<file path="src/rtl/nic8_pkg.sv">
// Shared nic8 definitions used by the run sequencer, the CPU core and the panel decode.
//   DEFAULT_ADDR_W : default program RAM address width
//   rc_state_e     : run_control state encoding (shown on the panel LEDs)
//   rc_cpu_owns_bus: states in which the CPU, not the loader, owns the RAM port
package nic8_pkg;

  localparam int unsigned DEFAULT_ADDR_W = 8;

  typedef enum logic [2:0] {
    RC_IDLE   = 3'd0,
    RC_LOAD   = 3'd1,
    RC_CLEAR  = 3'd2,
    RC_RUN    = 3'd3,
    RC_HALTED = 3'd4,
    RC_STEP   = 3'd5
  } rc_state_e;

  function automatic logic rc_cpu_owns_bus(input rc_state_e s);
    return (s == RC_RUN) || (s == RC_HALTED) || (s == RC_STEP);
  endfunction

endpackage

</file>
<file path="src/rtl/byte_loader.sv">
// Program-load datapath: RAM write address counter, remaining-byte counter and write strobe.
//   clk_i        : system clock
//   rst_ni       : synchronous active-low reset
//   start_i      : accepted load start; clears the address and latches len_i
//   len_i        : byte count, 0 meaning 2^ADDR_W
//   active_i     : sequencer is in its LOAD state (byte stream is being accepted)
//   byte_valid_i : loader byte present
//   addr_o       : RAM write address
//   write_bar_o  : active-low RAM write strobe, combinational on byte_valid_i
//   last_o       : the byte transferred this cycle (if any) is the final one
module byte_loader #(
  parameter int unsigned ADDR_W = 8
) (
  input  logic              clk_i,
  input  logic              rst_ni,
  input  logic              start_i,
  input  logic [ADDR_W-1:0] len_i,
  input  logic              active_i,
  input  logic              byte_valid_i,
  output logic [ADDR_W-1:0] addr_o,
  output logic              write_bar_o,
  output logic              last_o
);

  // One extra bit so a zero length can stand for a full 2^ADDR_W image.
  logic [ADDR_W:0]   rem_q, rem_d;
  logic [ADDR_W-1:0] addr_q, addr_d;
  logic              xfer;

  assign xfer = active_i & byte_valid_i;

  always_comb begin
    addr_d = addr_q;
    rem_d  = rem_q;
    if (start_i) begin
      addr_d = '0;
      rem_d  = (len_i == '0) ? {1'b1, {ADDR_W{1'b0}}} : {1'b0, len_i};
    end else if (xfer) begin
      // Address wraps naturally at 2^ADDR_W.
      addr_d = addr_q + ADDR_W'(1);
      rem_d  = rem_q - (ADDR_W + 1)'(1);
    end
  end

  always_ff @(posedge clk_i) begin
    if (!rst_ni) begin
      addr_q <= '0;
      rem_q  <= '0;
    end else begin
      addr_q <= addr_d;
      rem_q  <= rem_d;
    end
  end

  assign addr_o      = addr_q;
  assign write_bar_o = ~xfer;
  assign last_o      = (rem_q == (ADDR_W + 1)'(1));

endmodule

</file>
<file path="src/rtl/run_control.sv">
// nic8 run sequencer: loads a program image into RAM from a byte stream, then clears, runs,
// halts or single-steps the CPU by gating its clock enable, and arbitrates the RAM port.
//   clk, resetBar          : clock, synchronous active-low reset
//   loadStart, loadLen     : begin a load of loadLen bytes (0 = 2^ADDR_W)
//   byteValid/byteData/byteReady : loader byte stream
//   run, halt, step        : front-panel command pulses
//   cpuHaltReq             : CPU asks to halt (jump-to-self)
//   ramAddr/ramData/ramWriteBar : loader side of the RAM write port
//   busGrantCpu            : 1 = CPU owns the RAM port
//   cpuClockEn, cpuResetBar: CPU advance enable and active-low reset
//   cycleCount             : enabled CPU cycles since the last clear
//   state                  : current state encoding for the panel LEDs
module run_control #(
  parameter int unsigned ADDR_W       = nic8_pkg::DEFAULT_ADDR_W,
  parameter int unsigned CLEAR_CYCLES = 2
) (
  input  logic              clk,
  input  logic              resetBar,
  input  logic              loadStart,
  input  logic [ADDR_W-1:0] loadLen,
  input  logic              byteValid,
  input  logic [7:0]        byteData,
  output logic              byteReady,
  input  logic              run,
  input  logic              halt,
  input  logic              step,
  input  logic              cpuHaltReq,
  output logic [ADDR_W-1:0] ramAddr,
  output logic [7:0]        ramData,
  output logic              ramWriteBar,
  output logic              busGrantCpu,
  output logic              cpuClockEn,
  output logic              cpuResetBar,
  output logic [15:0]       cycleCount,
  output logic [2:0]        state
);

  import nic8_pkg::*;

  localparam int unsigned ClrW = (CLEAR_CYCLES > 1) ? $clog2(CLEAR_CYCLES) : 1;

  rc_state_e       state_q, state_d;
  logic [ClrW-1:0] clr_cnt_q, clr_cnt_d;
  logic [15:0]     cycle_count_q, cycle_count_d;

  logic in_load;
  logic load_accept;
  logic load_last;
  logic clr_done;
  logic cpu_enabled;

  assign in_load     = (state_q == RC_LOAD);
  // loadStart outranks every other command in both states that honour it.
  assign load_accept = loadStart & ((state_q == RC_IDLE) | (state_q == RC_HALTED));
  assign clr_done    = (clr_cnt_q == ClrW'(CLEAR_CYCLES - 1));
  assign cpu_enabled = (state_q == RC_RUN) | (state_q == RC_STEP);

  byte_loader #(
    .ADDR_W (ADDR_W)
  ) u_byte_loader (
    .clk_i        (clk),
    .rst_ni       (resetBar),
    .start_i      (load_accept),
    .len_i        (loadLen),
    .active_i     (in_load),
    .byte_valid_i (byteValid),
    .addr_o       (ramAddr),
    .write_bar_o  (ramWriteBar),
    .last_o       (load_last)
  );

  always_comb begin
    state_d = state_q;
    unique case (state_q)
      RC_IDLE: begin
        if (loadStart) state_d = RC_LOAD;
        else if (run)  state_d = RC_CLEAR;
      end
      RC_LOAD: begin
        if (byteValid && load_last) state_d = RC_IDLE;
      end
      RC_CLEAR: begin
        if (clr_done) state_d = RC_RUN;
      end
      RC_RUN: begin
        if (halt || cpuHaltReq) state_d = RC_HALTED;
      end
      RC_HALTED: begin
        if (loadStart) state_d = RC_LOAD;
        else if (run)  state_d = RC_RUN;
        else if (step) state_d = RC_STEP;
      end
      RC_STEP: state_d = RC_HALTED;
      default: state_d = RC_IDLE;
    endcase
  end

  always_comb begin
    clr_cnt_d = (state_q == RC_CLEAR) ? clr_cnt_q + ClrW'(1) : '0;

    // Zeroed as CLEAR is entered so the count already reads 0 in the first CLEAR cycle.
    cycle_count_d = cycle_count_q;
    if (state_d == RC_CLEAR) begin
      cycle_count_d = '0;
    end else if (cpu_enabled) begin
      cycle_count_d = cycle_count_q + 16'd1;
    end
  end

  always_ff @(posedge clk) begin
    if (!resetBar) begin
      state_q       <= RC_IDLE;
      clr_cnt_q     <= '0;
      cycle_count_q <= '0;
    end else begin
      state_q       <= state_d;
      clr_cnt_q     <= clr_cnt_d;
      cycle_count_q <= cycle_count_d;
    end
  end

  assign byteReady   = in_load;
  assign ramData     = byteData;
  assign busGrantCpu = rc_cpu_owns_bus(state_q);
  assign cpuResetBar = rc_cpu_owns_bus(state_q);
  assign cpuClockEn  = cpu_enabled;
  assign cycleCount  = cycle_count_q;
  assign state       = state_q;

endmodule
</file>
<file path="config.mk">
export PLATFORM = sky130hd
export DESIGN_NAME = run_control
export DESIGN_NICKNAME = d
export VERILOG_FILES = /design/src/rtl/nic8_pkg.sv /design/src/rtl/byte_loader.sv /design/src/rtl/run_control.sv
export SDC_FILE = /design/constraint.sdc
export NUM_CORES = 1
export LEC_CHECK = 0
export ABC_AREA = 1
export CAP_MARGIN = 20
export CORE_MARGIN = 2
export CORE_UTILIZATION = 48
export CTS_CLUSTER_SIZE = 12
export DETAILED_ROUTE_END_ITERATION = 10
export PLACE_DENSITY = 0.86
export SYNTH_ARGS = -nofsm -noshare
export SYNTH_HDL_FRONTEND = slang
export SYNTH_SLANG_ARGS = --single-unit
</file>
<file path="constraint.sdc">
create_clock -name clk -period 2.06 [get_ports clk]
set_clock_uncertainty 0.2 [all_clocks]
set_input_delay 0.412 -clock clk [delete_from_list [all_inputs] [get_ports clk]]
set_output_delay 0.412 -clock clk [all_outputs]
set_load 0.01 [all_outputs]
</file>
==> results.toml <==
[setup_path]
r2r_end = "cycleCount[7]"
crit_path_start = "cycleCount[0]"
r2r-start = "state[1]"
slowest_delay_ns = 0.59
crit_chain = "clkdlybuf4s50_1"
path_buf_inv = 1
arrival_ns = 1.35
slowest_stage = "clkdlybuf4s50_1"
crit_path_end = "cycleCount[0]"
critPathRequiredTime_ns = 1.45
reg2reg_depth = 9
crit_type = "reg2out"
crit_family = "buffers and inverters"
end_kind = "output port"
critPathLaunchType = "register"
crit_cells = 1
reg2reg_slack_ns = 0.25
worstPathMaxFanout = 6

[synth]
synth-main-ff-cell = "dfxtp_1"
synth_xor_area_share_pct = 4.690
synth_cell_type_count = 27
synth.area.top_cells = "dfxtp_1 (33%), nand2_1 (17%), nor2_1 (9.7%)"
yosys.area.top_type = "dfxtp_1"
synth-edff-count = 0
yosysSeqAreaShare_pct = 33.05
ys_seq_elements = 37
synthArstFlopShare_pct = 0
synth_top_area_share_pct = 33.05
synth_nets = 387
synthMostInstantiatedCell = "nand2_1"
syn_area_per_cell_sq_um = 6.242
yosys_warnings = 0
yosys.area_share.simple_pct = 36.85
synth_mux_area_share_pct = 0
synth_common_cells = "nand2_1 (104), nor2_1 (58), inv_1 (47)"
netlist_instances = 359
syn_area_sq_um = 2241
synth_top_family_by_area = "simple AND/OR/NAND/NOR gates"
synth_compound_area_share_pct = 9.827
synth-adder-area-share_pct = 2.233

[job]
drv_cap = 0

[clock_tree]
cts_buffers = 5
cts-root-buf = "clkbuf_8"
clock_path_buffers = 2
postCtsSetupBuffers = 0
cts_tree = "built"
path_clk_slew_ns = 0.07
htreeDepth = 2
clk_latency_ns = 0.29
cts_sinks = 37

[routing]
routed_wl_um = 5392
vias = 2396
drtIter0Drc = 156
drt_first_pass_iters = 5
drc_errors = 0
viasPerCell = 5.186
wl_per_cell_um = 11.67
drtAntennaViolNets = 0

[sta]
fin_crit_ns = 1.957
relSlewSlack_pct = 65.27
setup_viol_count_final = 0
setup_slack_ns = 0.1029
rsz0062_at_grt = "false"
fin_crit_sh_pct = 95.01
slew_violations = 0
worst_pin_slew_ns = 0.5170
fmaxAchievable_ghz = 0.5109
hold_violations = 0

[power_and_ir_drop]
sw_frac_of_total_pct = 30.86
p_int_uw = 1129
seqPwrFrac_pct = 47.4
ir_drop_mv = 0.3539
power_frac_comb_pct = 21.8
netSwitchingPower_uw = 504.2
clkPwrFrac_pct = 30.8
power.density_nw_per_um2 = 579.2
leakagePower_uw = 0.001176

[floorplan]
io_pins = 64
num_rows = 24
die_area_sq_um = 5231
die_w_um = 72.33
initial_core_util_pct = 50.77
die_h_um = 72.33
core_sq_um = 4414

[global_routing]
antenna_found_initial = 0
grt_overflow = 0
grt_max_degree = 20
grt_pass1_wl_um = 9508
grt_pass1_vias = 2278
grtUsageTotal_pct = 22.47

[cells_and_area]
syn_to_final_growth_pct = 25.85
nets = 437
drive_above_1_share_pct = 6.829
final_util_pct = 63.89
n_antenna_cell = 0
nFillCells = 417
design_area_sq_um = 2820

[place]
gp_congestion = 0.8474
dp_hpwl_um = 4033
port_buffers = 47
place_worst_setup_slack_ns = -0.01444
dpl-instance-area_sq_um = 2744

[outcome]
status = "finished clean"

[worst_hold_path]
hp-class = "reg2reg"
[state kept, by name (all words and copies together) (netlist names)]
register / count
cycleCount: 16
u_byte_loader.rem_q: 9
u_byte_loader.addr_o: 8
state: 3
clr_cnt_q: 1
[power groups by stage]
stage,combinational (uW),clock [uW],sequential [uW]
6_report,356,503,774
5_1_grt,403,541,778
4_1_cts,355,504,772
3_5_place_dp,357,0,788
3_3_place_gp,348,0,787
2_1_floorplan,245,0,788
[layout by cell type (no fill, tap or decap), types with 2 or more instances in the layout]
cell type        netlist  layout
nand2_1              104     104
xor2_1                 8       8
a31oi_1                3       3
buf_4                  9      11
inv_1                 47      46
o21ai_0               12      12
inv_2                  1       2
clkdlybuf4s50_1        0      42
xnor2_1                4       4
nand3_1               21      20
clkbuf_8               0       5
dlygate4sd2_1          0       3
dfxtp_2                0       2
nor2_1                58      58
ha_1                   4       4
nand2_2                2       2
dfxtp_1               37      35
a21oi_1               20      20
nor3_1                 7       7
nand4_1                8       8
clkinv_2               0       2
clkbuf_2               0       2
[routing by layer]
layer / GRT usage (%) / wire, um / vias up
met5: 0 / 0 / -
met4: 8.176 / 59 / 0
met3: 5.139 / 344 / 10
met2: 39.35 / 2705 / 81
met1: 26.71 / 2282 / 1082
li1: - / - / 1223
[logic make-up (layout without fill, tap and decap cells)]
group / count (synthesis) / count (layout)
AO/OA/AOI/OAI: 40 / 40
XOR/XNOR: 12 / 12
adder cells (fa/ha/maj): 4 / 4
buffers and inverters: 64 / 115
flip-flops: 37 / 37
AND/OR/NAND/NOR: 202 / 202
[per-stage QoR]
step | std cells | setup TNS (ns) | power (uW) | hold slack (ns)
global placement | 454 | -0.01609 | 1136 | 0.2072
floorplan | 359 | 0 | 1033 | 0.1999
finish | 462 | 0 | 1633 | 0.2226
CTS | 462 | 0 | 1631 | 0.2244
detailed placement | 454 | -0.04815 | 1145 | 0.2141
global route | 462 | 0 | 1722 | 0.2366
[layout make-up]
type                    count  area [sq um]  area share, %
flip-flops and latches     37         743.2          26.35
inverters                  49         183.9          6.522
clock inverters             2         10.01         0.3549
multi-input cells         258          1206          42.77
repair buffers             58         539.3          19.12
clock buffers               6         72.57          2.573
well taps                  52         65.06          2.307
[how the worst min path moves through the flow]
stage,end,start,slack (ns),cells past startpoint
final,clr_cnt_q,clr_cnt_q,0.22,1
after floorplan,clr_cnt_q,clr_cnt_q,0.20,1
after global placement,clr_cnt_q,clr_cnt_q,0.21,1
after detailed placement,clr_cnt_q,clr_cnt_q,0.21,1
after CTS,clr_cnt_q,clr_cnt_q,0.22,1
after global routing,clr_cnt_q,clr_cnt_q,0.24,1
[timing repair]
item,4_1_cts,5_1_grt
pin swaps,0,0
hold buffers,0,0
resized for setup,7,7
setup endpoints to repair,5,3
Note: power is estimated with default switching activity, not from simulation.
